### src/rtl/multiplier_iterative_param.sv
// Iterative shift-and-add multiplier with configurable operand width and
// multiplier bits retired per cycle. It computes the full 2*WIDTH product of
// two operands, each treated as signed or unsigned on request, which covers
// MUL/MULH/MULHSU/MULHU. Leading zeros of the multiplier are skipped, so
// small multipliers finish early.
//
// Ports:
//   i_clk, i_rst        clock and synchronous active-high reset
//   i_valid / o_ready   request handshake; o_ready is high only when idle
//   i_a, i_b            multiplicand / multiplier, sampled only on accept
//   i_op_a_signed_en    treat i_a as two's complement
//   i_op_b_signed_en    treat i_b as two's complement
//   i_flush             abort the current operation; o_product is kept
//   o_valid / i_result_ready  result handshake; the result is held under back-pressure
//   o_product           full 2*WIDTH product
module multiplier_iterative_param #(
  parameter int unsigned WIDTH          = 32,
  parameter int unsigned BITS_PER_CYCLE = 1
) (
  input  logic                 i_clk,
  input  logic                 i_rst,
  input  logic                 i_valid,
  output logic                 o_ready,
  input  logic [WIDTH-1:0]     i_a,
  input  logic [WIDTH-1:0]     i_b,
  input  logic                 i_op_a_signed_en,
  input  logic                 i_op_b_signed_en,
  input  logic                 i_flush,
  output logic                 o_valid,
  input  logic                 i_result_ready,
  output logic [2*WIDTH-1:0]   o_product
);

  localparam int unsigned ProdW = 2 * WIDTH;
  localparam int unsigned CntW  = $clog2(WIDTH + 1);

  typedef enum logic [1:0] {StIdle, StCalc, StDone} state_e;

  state_e              state_q, state_d;
  logic [ProdW-1:0]    acc_q, acc_d;
  logic [ProdW-1:0]    mcand_q, mcand_d;
  logic [WIDTH-1:0]    mplier_q, mplier_d;
  logic                sign_q, sign_d;
  logic [CntW-1:0]     cnt_q, cnt_d;
  logic [ProdW-1:0]    product_q, product_d;

  logic                sign_a, sign_b;
  logic [WIDTH-1:0]    abs_a, abs_b;
  logic [ProdW-1:0]    partial;
  logic [ProdW-1:0]    sum;

  // Number of CALC cycles needed to consume every bit of b up to and including
  // its highest set bit, BITS_PER_CYCLE bits at a time.
  function automatic logic [CntW-1:0] calc_steps(input logic [WIDTH-1:0] b);
    int unsigned len;
    len = 0;
    for (int unsigned i = 0; i < WIDTH; i++) begin
      if (b[i]) len = i + 1;
    end
    return CntW'((len + BITS_PER_CYCLE - 1) / BITS_PER_CYCLE);
  endfunction

  // Operand magnitudes; -(-2^(WIDTH-1)) wraps to 2^(WIDTH-1), which is exact
  // when read as unsigned.
  always_comb begin
    sign_a = i_op_a_signed_en & i_a[WIDTH-1];
    sign_b = i_op_b_signed_en & i_b[WIDTH-1];
    abs_a  = sign_a ? -i_a : i_a;
    abs_b  = sign_b ? -i_b : i_b;
  end

  // Multiple of |a| selected by the low BITS_PER_CYCLE bits of the remaining
  // multiplier. The multiplicand is pre-shifted each cycle, so no final
  // alignment is needed when leading zeros are skipped.
  always_comb begin
    partial = '0;
    for (int unsigned i = 0; i < BITS_PER_CYCLE; i++) begin
      if (mplier_q[i]) partial = partial + (mcand_q << i);
    end
    sum = acc_q + partial;
  end

  always_comb begin
    state_d   = state_q;
    acc_d     = acc_q;
    mcand_d   = mcand_q;
    mplier_d  = mplier_q;
    sign_d    = sign_q;
    cnt_d     = cnt_q;
    product_d = product_q;

    unique case (state_q)
      StIdle: begin
        if (i_valid) begin
          acc_d    = '0;
          mcand_d  = ProdW'(abs_a);
          mplier_d = abs_b;
          sign_d   = sign_a ^ sign_b;
          cnt_d    = calc_steps(abs_b);
          if (abs_a == '0 || abs_b == '0) begin
            state_d   = StDone;
            product_d = '0;
          end else begin
            state_d = StCalc;
          end
        end
      end
      StCalc: begin
        acc_d    = sum;
        mcand_d  = mcand_q << BITS_PER_CYCLE;
        mplier_d = mplier_q >> BITS_PER_CYCLE;
        cnt_d    = cnt_q - CntW'(1);
        if (cnt_q == CntW'(1)) begin
          state_d   = StDone;
          product_d = sign_q ? -sum : sum;
        end
      end
      StDone: begin
        if (i_result_ready) state_d = StIdle;
      end
      default: state_d = StIdle;
    endcase

    // Flush wins over accept, completion and the result handshake; the
    // in-flight result is dropped and the last delivered product is kept.
    if (i_flush) begin
      state_d   = StIdle;
      acc_d     = acc_q;
      mcand_d   = mcand_q;
      mplier_d  = mplier_q;
      sign_d    = sign_q;
      cnt_d     = '0;
      product_d = product_q;
    end
  end

  always_ff @(posedge i_clk) begin
    if (i_rst) begin
      state_q   <= StIdle;
      acc_q     <= '0;
      mcand_q   <= '0;
      mplier_q  <= '0;
      sign_q    <= 1'b0;
      cnt_q     <= '0;
      product_q <= '0;
    end else begin
      state_q   <= state_d;
      acc_q     <= acc_d;
      mcand_q   <= mcand_d;
      mplier_q  <= mplier_d;
      sign_q    <= sign_d;
      cnt_q     <= cnt_d;
      product_q <= product_d;
    end
  end

  assign o_ready   = (state_q == StIdle);
  assign o_valid   = (state_q == StDone);
  assign o_product = product_q;

endmodule

### config.mk
export PLATFORM = sky130hd
export DESIGN_NAME = multiplier_iterative_param
export DESIGN_NICKNAME = d
export VERILOG_FILES = /design/src/rtl/multiplier_iterative_param.sv
export SDC_FILE = /design/constraint.sdc
export NUM_CORES = 1
export LEC_CHECK = 0
export ABC_CLOCK_PERIOD_IN_PS = 6900
export BUFFER_PORTS_ARGS = -buffer_cell sky130_fd_sc_hd__buf_2
export CAP_MARGIN = 5
export CORE_ASPECT_RATIO = 0.8
export CORE_MARGIN = 3
export CORE_UTILIZATION = 35
export DETAILED_ROUTE_END_ITERATION = 12
export PLACE_DENSITY = 0.63
export SYNTH_ARGS = -nofsm -noshare
export SYNTH_HDL_FRONTEND = slang
export SYNTH_SLANG_ARGS = --single-unit
### constraint.sdc
create_clock -name i_clk -period 6.9 [get_ports i_clk]
set_input_delay 0.69 -clock i_clk [delete_from_list [all_inputs] [get_ports i_clk]]
set_output_delay 0.69 -clock i_clk [all_outputs]
set_load 0.02 [all_outputs]
# Yosys cells after proc, flatten, opt, wreduce, memory -nomap -nowiden
# Cells that the tools add are included.
[totals]
reg_bits = 233
out_inout_bits = 66
word_cells = 91
[classes]
add_sub_neg = 7
eq_ne = 7
n_mux = 55
bitwise_logic = 4
n_reduce_logical = 11
[op_table]
columns = ["op", "count"]
rows = [
  ["64-bit 2-to-1 mux", 7],
  ["64-bit case mux with 2 select lines", 3],
  ["6-bit 2-to-1 mux", 33],
  ["32-bit 2-to-1 mux", 3],
  ["64-bit adder", 1],
  ["32-bit logical NOT", 2],
  ["32-bit negation", 2],
  ["64-bit negation", 1],
  ["32-bit case mux with 2 select lines", 1],
  ["6-bit case mux with 2 select lines", 1],
  ["6-bit by 1-bit subtractor with 6-bit output (second input constant)", 2],
  ["2-bit 2-to-1 mux", 5],
  ["3-bit AND reduction", 3],
  ["6-bit by 1-bit adder with 6-bit output (second input constant)", 1],
  ["6-bit by 1-bit equality test with 1-bit output (second input constant)", 1],
  ["2-bit case mux with 3 select lines", 1],
  ["5-bit AND reduction", 1],
  ["2-bit by 1-bit != test with 1-bit output (second input constant)", 2],
  ["2-bit != test (second input constant)", 2],
  ["1-bit AND", 2],
  ["2-bit by 1-bit equality test with 1-bit output (second input constant)", 1],
  ["2-bit equality test (second input constant)", 1],
  ["2-bit logical NOT", 1],
  ["2-bit AND reduction", 1],
  ["6 further kinds", 6],
]

# Longest topological paths before layout
[depth]
ltp_word = 40
depth_mapped = 19
depth_no_buf = 15

# Worst setup path before layout
# No wires, ideal clock.
[synth_timing]
path_type = "flip-flop to flip-flop"
startpoint = "reg mplier_q[0]"
endpoint = "reg product_q[51] (netlist: o_product[51])"
setup_ps = 125
t_arrival_ps = 5087
t_required_ps = 6775
slack_ps = 1688
stages_incl_launch_ff = 20
n_path_buf = 4
period_less_slack_ps = 5212
cell_sequence = "dfxtp_1 -> clkbuf_1 -> clkbuf_1 -> and2_1 -> ha_1 -> fa_1 -> a211o_1 -> a21o_4 -> and3_4 -> or3_1 -> a221oi_2 -> or4b_4 -> or4_1 -> buf_2 -> or4_4 -> buf_6 -> or3_4 -> o31ai_1 -> xor2_1 -> o21ai_1"
[synth_between]
elab_chain_len = 6
[synth_lines]
columns = ["item", "line_no", "rtl"]
rows = [
  ["from (decl)", "42", "logic [WIDTH-1:0] mplier_q, mplier_d;"],
  ["from (signal assigned)", "150", "mplier_q <= mplier_d;"],
  ["64-bit 2-to-1 mux *", "78", "if (mplier_q[i]) partial = partial + (mcand_q << i);"],
  ["64-bit adder *", "80", "sum = acc_q + partial;"],
  ["64-bit negation", "115", "product_d = sign_q ? -sum : sum;"],
  ["64-bit 2-to-1 mux *", "115", ""],
  ["64-bit 2-to-1 mux *", "113", "if (cnt_q == CntW'(1)) begin"],
  ["64-bit case mux with 2 select lines *", "92", "unique case (state_q)"],
  ["to (signal assigned)", "153", "product_q <= product_d;"],
  ["to (decl)", "45", "logic [ProdW-1:0] product_q, product_d;"],
]
# Every way passes the cells marked *; elsewhere a longest branch is shown, timed or not. The select of a mux whose other input is x is not followed.
# A chain may end at the register's enable or synchronous reset.

# Final worst setup path
[layout_timing]
startpoint = "reg mplier_q[0]"
endpoint = "reg product_q[52] (netlist: o_product[52])"
# The elaborated chain is that of the path after synthesis.

==> impl_metrics.ini <==
[status]
outcome = complete, no violations

[critical_path]
cpLargestDelayFamily = compound AO/OA/AOI/OAI gates
worst-r2r-setup-slack_ps = 880
cp_data_required_time_ps = 7350
endpoint_kind = flop
data_arrival_time_at_the_worst_slack_endpoint_ps = 6470
worstSetupStartpointType = flop
timing.critical_path.mode_cell = sky130_fd_sc_hd__a21oi_1
worstPathCellList = buf_4 -> and2_1 -> ha_1 -> a21oi_1 -> nand2_1 -> a211oi_1 -> a2111oi_2 -> o41a_1 -> a221oi_1 -> nand4b_1 -> or4_1 -> nor4_2 -> a21oi_1 -> xnor2_1 -> a22o_1
crit_path_top_delay_cell = sky130_fd_sc_hd__or4_1
path_buf_inv = 1
setup.worst_path.class = reg2reg
critical_path_peak_fanout = 58
crit_path_max_incr_delay_ps = 800

[layout]
multi_input_comb_area_um2 = 12000
fillers = 5022
final_cell_area_um2 = 19500
layout.nets = 2546
sequential_cell_area_um2 = 4670
finalNonFillerCells = 3094
final_layout_size_suffix_gt1_share_pct = 10.3
area_growth_syn_to_layout_pct = 11.9
layout.core_utilization_pct = 40.0

[drt]
vias = 17901
route.detailed.wl_per_inst_um = 18.8
drt-vias-per-instance = 5.79
totalWireLength_mm = 58.1
drc_errors = 0
drtAntennaViolNets = 0
drt_first_pass_iters = 5
drtIter0Drc = 1912

[grt]
grt_pass1_vias = 16410
grt_overflow = 0
grt_pass1_wl_mm = 91.6
maximum_number_of_pins_on_one_net_before_global_route_repair = 115
antenna_found_initial = 5
grt_usage_pct = 21.2

[synth]
synthArstFlopShare_pct = 0
synthCells = 2381
synthesis.yosys.warnings = 0
synth_cell_type_count = 92
synth_top_area_share_pct = 26.8
mappedNetlistNets = 2522
synth_seq_cells = 233
ys_seq_area_share_pct = 26.8
synth.area.top_cells = sky130_fd_sc_hd__dfxtp_1, sky130_fd_sc_hd__nor2_1, sky130_fd_sc_hd__a21oi_1, sky130_fd_sc_hd__ha_1, sky130_fd_sc_hd__a22oi_1
number_of_enable_type_register_cells_in_the_synthesized_netlist = 0
mappedNetlistArea_um2 = 17400
synth.top_cells.by_count = sky130_fd_sc_hd__nor2_1, sky130_fd_sc_hd__dfxtp_1, sky130_fd_sc_hd__a21oi_1
synth-main-ff-cell = sky130_fd_sc_hd__dfxtp_1
synth_top_cell_by_area = sky130_fd_sc_hd__dfxtp_1
synth_most_common_cell = sky130_fd_sc_hd__nor2_1
synthesis.area_per_instance_um2 = 7.32

[run]
max-cap-violations = 0

[clocking]
post_cts_resized = 0
cts_num_sinks = 233
ctsHtreeMaxLevel = 1
ctsHoldBuffers = 0
clk-insertion-delay-late_ps = 560
buffer_type_at_the_clock_tree_root = sky130_fd_sc_hd__clkbuf_16
cts_setup_buffers = 0
tritoncts = built
clk_pin_slew_worst_paths_ps = 60
cts_max_path_buffers = 3
numCtsBuffers = 27

[timing]
slew_headroom_pct = 18.5
timing.fmax_ghz = 0.166
finalClockSkew_ps = 11.4
rsz0062_at_grt = no
finalHoldViolations = 0
time_the_worst_path_needs_with_i_o_delays_and_setup_ps = 6020
max_slew_violations = 0
layout_worst_path_cycle_share_pct = 87.3
final.setup.tns_ps = 0
worst_setup_slack_after_layout_ps = 878
worstMarginPinSlew_ps = 1210
report.final.setup_viol = 0

[floorplan]
fp-row-count = 72
dieArea_um2 = 52500
floorplan.initialDensity_pct = 35.8
floorplan.die.width_um = 256
core_region_area_um2 = 48700
die_h_um = 206
io_pins = 137

[place]
preCtsSetupSlack_ps = 694
place_area_um2 = 18500
placedCellCount = 3042
numPortBuffers = 136
hpwl_after_detailed_placement_mm = 43.6
routabilityCongestion = 0.951

[power]
power-per-cell-area_nw_per_um2 = 180
ir_worst_vdd_mv = 0.174
p_leak_uw = 0.00762

[hold_path]
worst_hold_path_type = in2reg
## per-stage QoR
step	hold slack (ps)	power, uW
4_1_cts	415	3540
3_3_place_gp	435	1900
5_1_grt	433	3650
6_report	442	3500
2_1_floorplan	432	1760
3_5_place_dp	439	1910
## state kept, by name, summed over array words and instances, names as in the netlist
register / count
acc_q: 64
o_product: 64
state_q: 2
cnt_q: 6
sign_q: 1
mplier_q: 32
mcand_q: 64
## area by class of cell
| cell class | count | share of cell area (%) |
|---|---|---|
| sequential | 233 | 23.9 |
| timing repair buffer | 153 | 4.18 |
| clock inverter | 13 | 1.17 |
| antenna | 2 | 0.0257 |
| clock buffer | 37 | 4.01 |
| inverter | 36 | 0.693 |
| tap | 666 | 4.27 |
| multi-input combinational | 1954 | 61.7 |
## kinds of logic (layout without fill, tap and decap cells)
family	count (synthesis)	in the layout	synth area share, %
AND/OR/NAND/NOR	956	956	26.3
AO/OA/AOI/OAI	751	751	28.5
flip-flops	233	233	26.8
buffers and inverters	194	239	4.33
XOR/XNOR	162	162	8.14
adder cells (fa/ha/maj)	70	70	5.07
multiplexers	15	15	0.897
other	0	2	0
## layer usage
metal,GRT usage (%),wire [um]
met1,31.9,28800
met2,31.2,23500
met3,3.53,4470
met4,4.95,1260
met5,0,36
## worst min-delay path: stages
cell                      delay [ps]
sky130_fd_sc_hd__buf_2           130
sky130_fd_sc_hd__nand3_1          70
sky130_fd_sc_hd__a21oi_1          60
## cell usage in the layout, fill, tap and decap left out, types with 29 or more instances in the layout
cell type,n
sky130_fd_sc_hd__nor2_1,368
sky130_fd_sc_hd__dfxtp_1,232
sky130_fd_sc_hd__a21oi_1,210
sky130_fd_sc_hd__nand2_1,194
sky130_fd_sc_hd__buf_2,135
sky130_fd_sc_hd__o21ai_0,126
sky130_fd_sc_hd__a22oi_1,107
sky130_fd_sc_hd__and2_1,89
sky130_fd_sc_hd__xnor2_1,82
sky130_fd_sc_hd__xor2_1,80
sky130_fd_sc_hd__ha_1,69
sky130_fd_sc_hd__a211oi_1,68
sky130_fd_sc_hd__nor3_1,57
sky130_fd_sc_hd__or3_1,43
sky130_fd_sc_hd__nand3_1,40
sky130_fd_sc_hd__inv_1,36
sky130_fd_sc_hd__o211ai_1,29
## final timing paths
check / start / to / cells after the start
max: mplier_q[0] / o_product[52] / 15
min: i_a[0] / mcand_q[0] / 3
max reg2reg: mplier_q[0] / o_product[52] / 15
min reg2reg: o_product[44] / o_product[44] / 2
## power by group
group          switching (uW)  internal, uW  leakage, uW
combinational             324           160      0.00524
sequential               26.9          1370      0.00189
clock                     601          1020     0.000492
total                     952          2550      0.00762
No activity file was read; power rests on OpenSTA's default activity.
